**src/rtl/score_display.sv**
```systemverilog
// score_display: consumer end of the packed-BCD score bus.
// Takes a snapshot of the live score at each end-of-frame tick and keeps the
// session high score. It also drives a 4-digit multiplexed common-cathode
// 7-segment display, with optional blanking of leading zero digits.
module score_display #(
  parameter int SCAN_DIV      = 1024,
  parameter bit BLANK_LEADING = 1'b1
) (
  input  logic        clk,
  input  logic        rst_n,
  input  logic [15:0] score,
  input  logic        game_tick,
  input  logic        game_over,
  input  logic        show_high,
  output logic [6:0]  seg,
  output logic [3:0]  dig_en,
  output logic [15:0] high_score,
  output logic        new_high
);

  localparam int PW = (SCAN_DIV > 1) ? $clog2(SCAN_DIV) : 1;
  localparam logic [PW-1:0] PRESCALE_LAST = PW'(SCAN_DIV - 1);

  logic [15:0]   snap;
  logic [PW-1:0] prescale;
  logic [1:0]    digit_idx;

  logic          score_valid;
  logic          beats_high;
  logic [15:0]   disp_val;
  logic [3:0]    cur_nibble;
  logic          cur_blank;
  logic          lead_zero_3;
  logic          lead_zero_2;
  logic          lead_zero_1;
  logic [6:0]    next_seg;
  logic [3:0]    next_dig_en;

  // Segment pattern {g,f,e,d,c,b,a} for one BCD nibble; non-BCD shows a dash.
  function automatic logic [6:0] decode_bcd(input logic [3:0] nibble);
    logic [6:0] pattern;
    case (nibble)
      4'd0:    pattern = 7'h3F;
      4'd1:    pattern = 7'h06;
      4'd2:    pattern = 7'h5B;
      4'd3:    pattern = 7'h4F;
      4'd4:    pattern = 7'h66;
      4'd5:    pattern = 7'h6D;
      4'd6:    pattern = 7'h7D;
      4'd7:    pattern = 7'h07;
      4'd8:    pattern = 7'h7F;
      4'd9:    pattern = 7'h6F;
      default: pattern = 7'h40;
    endcase
    return pattern;
  endfunction

  // The live score counts as a candidate only if every nibble is a BCD digit.
  // For valid BCD, plain unsigned order matches numeric order.
  always_comb begin
    score_valid = (score[3:0]   <= 4'd9) && (score[7:4]   <= 4'd9) &&
                  (score[11:8]  <= 4'd9) && (score[15:12] <= 4'd9);
    beats_high  = score > high_score;
  end

  // Frame snapshot: capture the live score on each end-of-frame tick.
  always_ff @(posedge clk or negedge rst_n) begin
    if (!rst_n) begin
      snap <= 16'h0000;
    end else if (game_tick) begin
      snap <= score;
    end
  end

  // High-score tracking: replace on a strictly higher valid score at game over.
  // new_high is a one-cycle flag that follows the replacement.
  always_ff @(posedge clk or negedge rst_n) begin
    if (!rst_n) begin
      high_score <= 16'h0000;
      new_high   <= 1'b0;
    end else if (game_over && score_valid && beats_high) begin
      high_score <= score;
      new_high   <= 1'b1;
    end else begin
      new_high   <= 1'b0;
    end
  end

  // Scan timing: the prescaler wraps every SCAN_DIV cycles and steps the digit index.
  always_ff @(posedge clk or negedge rst_n) begin
    if (!rst_n) begin
      prescale  <= '0;
      digit_idx <= 2'd0;
    end else if (prescale == PRESCALE_LAST) begin
      prescale  <= '0;
      digit_idx <= digit_idx + 2'd1;
    end else begin
      prescale  <= prescale + 1'b1;
    end
  end

  // Pick the value being shown and work out the pattern for the current digit.
  // A digit is blanked only when it and every digit above it are zero.
  always_comb begin
    disp_val    = show_high ? high_score : snap;
    lead_zero_3 = (disp_val[15:12] == 4'd0);
    lead_zero_2 = lead_zero_3 && (disp_val[11:8] == 4'd0);
    lead_zero_1 = lead_zero_2 && (disp_val[7:4] == 4'd0);
    cur_nibble  = disp_val[3:0];
    cur_blank   = 1'b0;
    case (digit_idx)
      2'd0: begin
        cur_nibble = disp_val[3:0];
        cur_blank  = 1'b0;
      end
      2'd1: begin
        cur_nibble = disp_val[7:4];
        cur_blank  = lead_zero_1;
      end
      2'd2: begin
        cur_nibble = disp_val[11:8];
        cur_blank  = lead_zero_2;
      end
      default: begin
        cur_nibble = disp_val[15:12];
        cur_blank  = lead_zero_3;
      end
    endcase
    next_seg    = (BLANK_LEADING && cur_blank) ? 7'h00 : decode_bcd(cur_nibble);
    next_dig_en = 4'b0001 << digit_idx;
  end

  // Pin registers: segment pattern and digit enable always change on the same edge.
  always_ff @(posedge clk or negedge rst_n) begin
    if (!rst_n) begin
      seg    <= 7'h00;
      dig_en <= 4'b0000;
    end else begin
      seg    <= next_seg;
      dig_en <= next_dig_en;
    end
  end

endmodule

```
**config.mk**
```make
export PLATFORM = sky130hd
export DESIGN_NAME = score_display
export DESIGN_NICKNAME = d
export VERILOG_FILES = /design/src/rtl/score_display.sv
export SDC_FILE = /design/constraint.sdc
export NUM_CORES = 1
export LEC_CHECK = 0
export ABC_AREA = 1
export CAP_MARGIN = 20
export CORE_ASPECT_RATIO = 1.25
export CORE_MARGIN = 3
export CORE_UTILIZATION = 60
export CTS_BUF_LIST = sky130_fd_sc_hd__clkbuf_8
export DETAILED_ROUTE_END_ITERATION = 10
export PLACE_DENSITY = 0.87
export SETUP_SLACK_MARGIN = 0.05
export SYNTH_ARGS = -nofsm -noshare
export SYNTH_HDL_FRONTEND = slang
export SYNTH_SLANG_ARGS = --single-unit
export TNS_END_PERCENT = 100
```
**constraint.sdc**
```tcl
create_clock -name clk -period 4.15 [get_ports clk]
set_clock_uncertainty 0.15 [all_clocks]
set_input_delay 0.83 -clock clk [delete_from_list [all_inputs] [get_ports clk]]
set_output_delay 0.83 -clock clk [all_outputs]
set_load 0.005 [all_outputs]
```
==> metrics.csv <==
metric,value,unit
grt_overflow,0,
ys_warn_count,0,
io_buffer_count,48,
cts_sinks,56,
crit_chain,clkdlybuf4s50_1 > buf_4 > nand2_1 > o21ai_0 > nor2_1 > a31oi_1 > inv_1 > ha_1 > inv_1 > nor2_1 > nor2_1 > nor2_2,
critical_path_arrival,3.09,ns
htreeDepth,2,
insertion_delay,0.32,ns
slowest_delay,0.72,ns
min_period_over_period,71.6,%
die_y,87.7,um
postLayoutSetupSlackWorst,1.18,ns
dp_slack,0.837,ns
cts_root_buffer,clkbuf_8,
vias,2677,
grt_pass1_vias,2782,
postCtsSetupRepairBufs,0,
fp-row-count,29,
fin_setup_tns,0,ns
die-width,71.4,um
final_common_cell,nand2_1,
drc_errors,0,
numCtsBuffers,5,
worstSetupPathType,input port to register,
slew_headroom,41.2,%
maxSlewViolCount,0,
syn_inst,395,
finalSetupViolations,0,
required,4.27,ns
ys_types,34,
timing.final.crit_period,2.97,ns
antenna_found_initial,0,
die_area,0.00626,mm2
final_cell_mix,"nand2_1 (119), dfrtp_1 (56), inv_1 (52), clkdlybuf4s50_1 (47), nand3_1 (29)",
tightest_slew,0.879,ns
worstHoldPathType,register to register,
syn_nets,441,
syn_area_per_cell,8.12,um2
pin_count,49,
place.gp.congestion,0.928,
drive_gt1_share,9.89,%
track_usage,24.2,%
clk_pin_slew_worst_paths,0.11,ns
routed_wirelength,6.89,mm
initial_core_util,62.7,%
hpwl,5.27,mm
hold_violations,0,
fmax,337,MHz
p_per_area,493,mW/mm2
cts_tree,yes,
clockBufferDepth,2,
leakage,1.97,nW
drt-initial-drc-count,167,
grt_max_degree,38,
dpl_cell_area,0.00371,mm2
cp-start-kind,input port,
coreArea,0.00512,mm2
viasPerCell,5.28,
status,"complete, no violations",
irDropWorstVdd,0.399,mV
final_area,0.00383,mm2
yosysSeqAreaShare,43.7,%
power,1.89,mW
cp_slowest_cell,clkdlybuf4s50_1,
synth_area,0.00321,mm2
antenna_cells,0,
first_pass_iters,4,
cp_common_cell,nor2_1,
rsz0062_at_grt,false,
endpoint_kind,register,
ys_ff_latch,56,
cts_resized,0,
wire_per_inst,13.6,um
holdBufCountCts,0,
ant_nets,0,
synthToLayoutAreaGrowth,19.4,%
path_max_fanout,14,
layout.nets,490,
cap_violations,0,
grt_first_pass_wirelength,12.0,mm
registers in the layout (all words and copies together) (netlist names):
signal      count
prescale       10
digit_idx       2
new_high        1
seg             7
high_score     16
snap           16
dig_en          4
cell type report:
cell class,count,area [um2]
clock buffers,5,68.8
inverters,57,216
clock inverters,3,46.3
fillers,383,1290
flip-flops and latches,56,1400
well taps,62,77.6
multi-input cells,273,1520
repair buffers,51,498
worst max-delay path: cells and delay by family:
kind	cells	cell delay, ns
buffers and inverters	4	1.14
and+or+nand+nor	5	0.45
AOI/OAI and AO/OA	2	0.38
adders and majority gates	1	0.29
report_power, final:
part           switching, mW  internal (mW)  leakage (nW)  total, mW
Clock                  0.187          0.182        0.0548      0.369
Combinational          0.394          0.372          1.22      0.765
Sequential            0.0939          0.659         0.690      0.753
path summary, 6_finish.rpt:
path                                    start       endpoint  slack [ns]  depth (start not counted)
worst max-delay path                show_high         seg[3]        1.18                         12
worst min-delay path            high_score[3]  high_score[3]        0.36                          2
worst max register to register   digit_idx[0]         seg[3]        1.79                         12
worst min register to register  high_score[3]  high_score[3]        0.36                          2
max in group asynchronous               rst_n        snap[8]        2.64                          2
min in group asynchronous               rst_n         seg[0]        0.43                          1
routing by layer:
metal / vias to the layer above / GRT usage [%] / routed length, um
li1: 1337 / - / -
met1: 1266 / 27.7 / 2750
met5: - / 0 / 0
met3: 11 / 4.71 / 356
met4: 0 / 8.55 / 112
met2: 63 / 44.7 / 3680
logic make-up (layout without fill, tap and decap cells):
family / Yosys count / after routing / synth area share (%)
DFF: 56 / 56 / 43.7
muxes: 6 / 6 / 2.11
xor gates and xnor gates: 4 / 4 / 1.09
adders and majority gates: 25 / 25 / 9.76
buffers and inverters: 66 / 116 / 8.90
and+or+nand+nor: 195 / 195 / 26.5
AOI/OAI and AO/OA: 43 / 43 / 7.96
cells in the mapped netlist:
master      n  share of area [%]
buf_2       1               0.16
mux2_2      6                2.1
nor3_4      1               0.51
buf_6       4                1.4
nand2_1   119                 14
inv_4       1               0.20
xnor2_1     2               0.55
o211ai_1    3               0.70
o21bai_4    1               0.59
or2_2       1               0.20
nor3_1      1               0.16
inv_1      52                6.1
inv_2       4               0.47
clkbuf_1    3               0.35
nand2_2     4               0.78
nor2_1     23                2.7
dfrtp_1    56                 44
buf_4       1               0.23
o21ai_1    10                1.6
o21a_1      1               0.23
o21ai_0    14                2.2
ha_1       25                9.8
o21ai_2     1               0.27
nor2_2     10                2.0
a31oi_1     1               0.20
nand3_1    29                4.5
nand2_4     2               0.70
o21bai_2    1               0.35
o21bai_1    2               0.47
xor2_1      2               0.55
or2_1       1               0.20
a21oi_1     9                1.4
nand4_1     3               0.59
nand3b_1    1               0.23
metrics by stage:
stage | std cells | hold WS (ns) | utilization [%]
2_1_floorplan | 395 | 0.311 | -
3_3_place_gp | 499 | 0.329 | 72.6
3_5_place_dp | 499 | 0.338 | 72.6
4_1_cts | 507 | 0.366 | 74.8
5_1_grt | 507 | 0.394 | 74.8
6_report | 507 | 0.363 | 74.8
(Power assumes the default switching activity.)
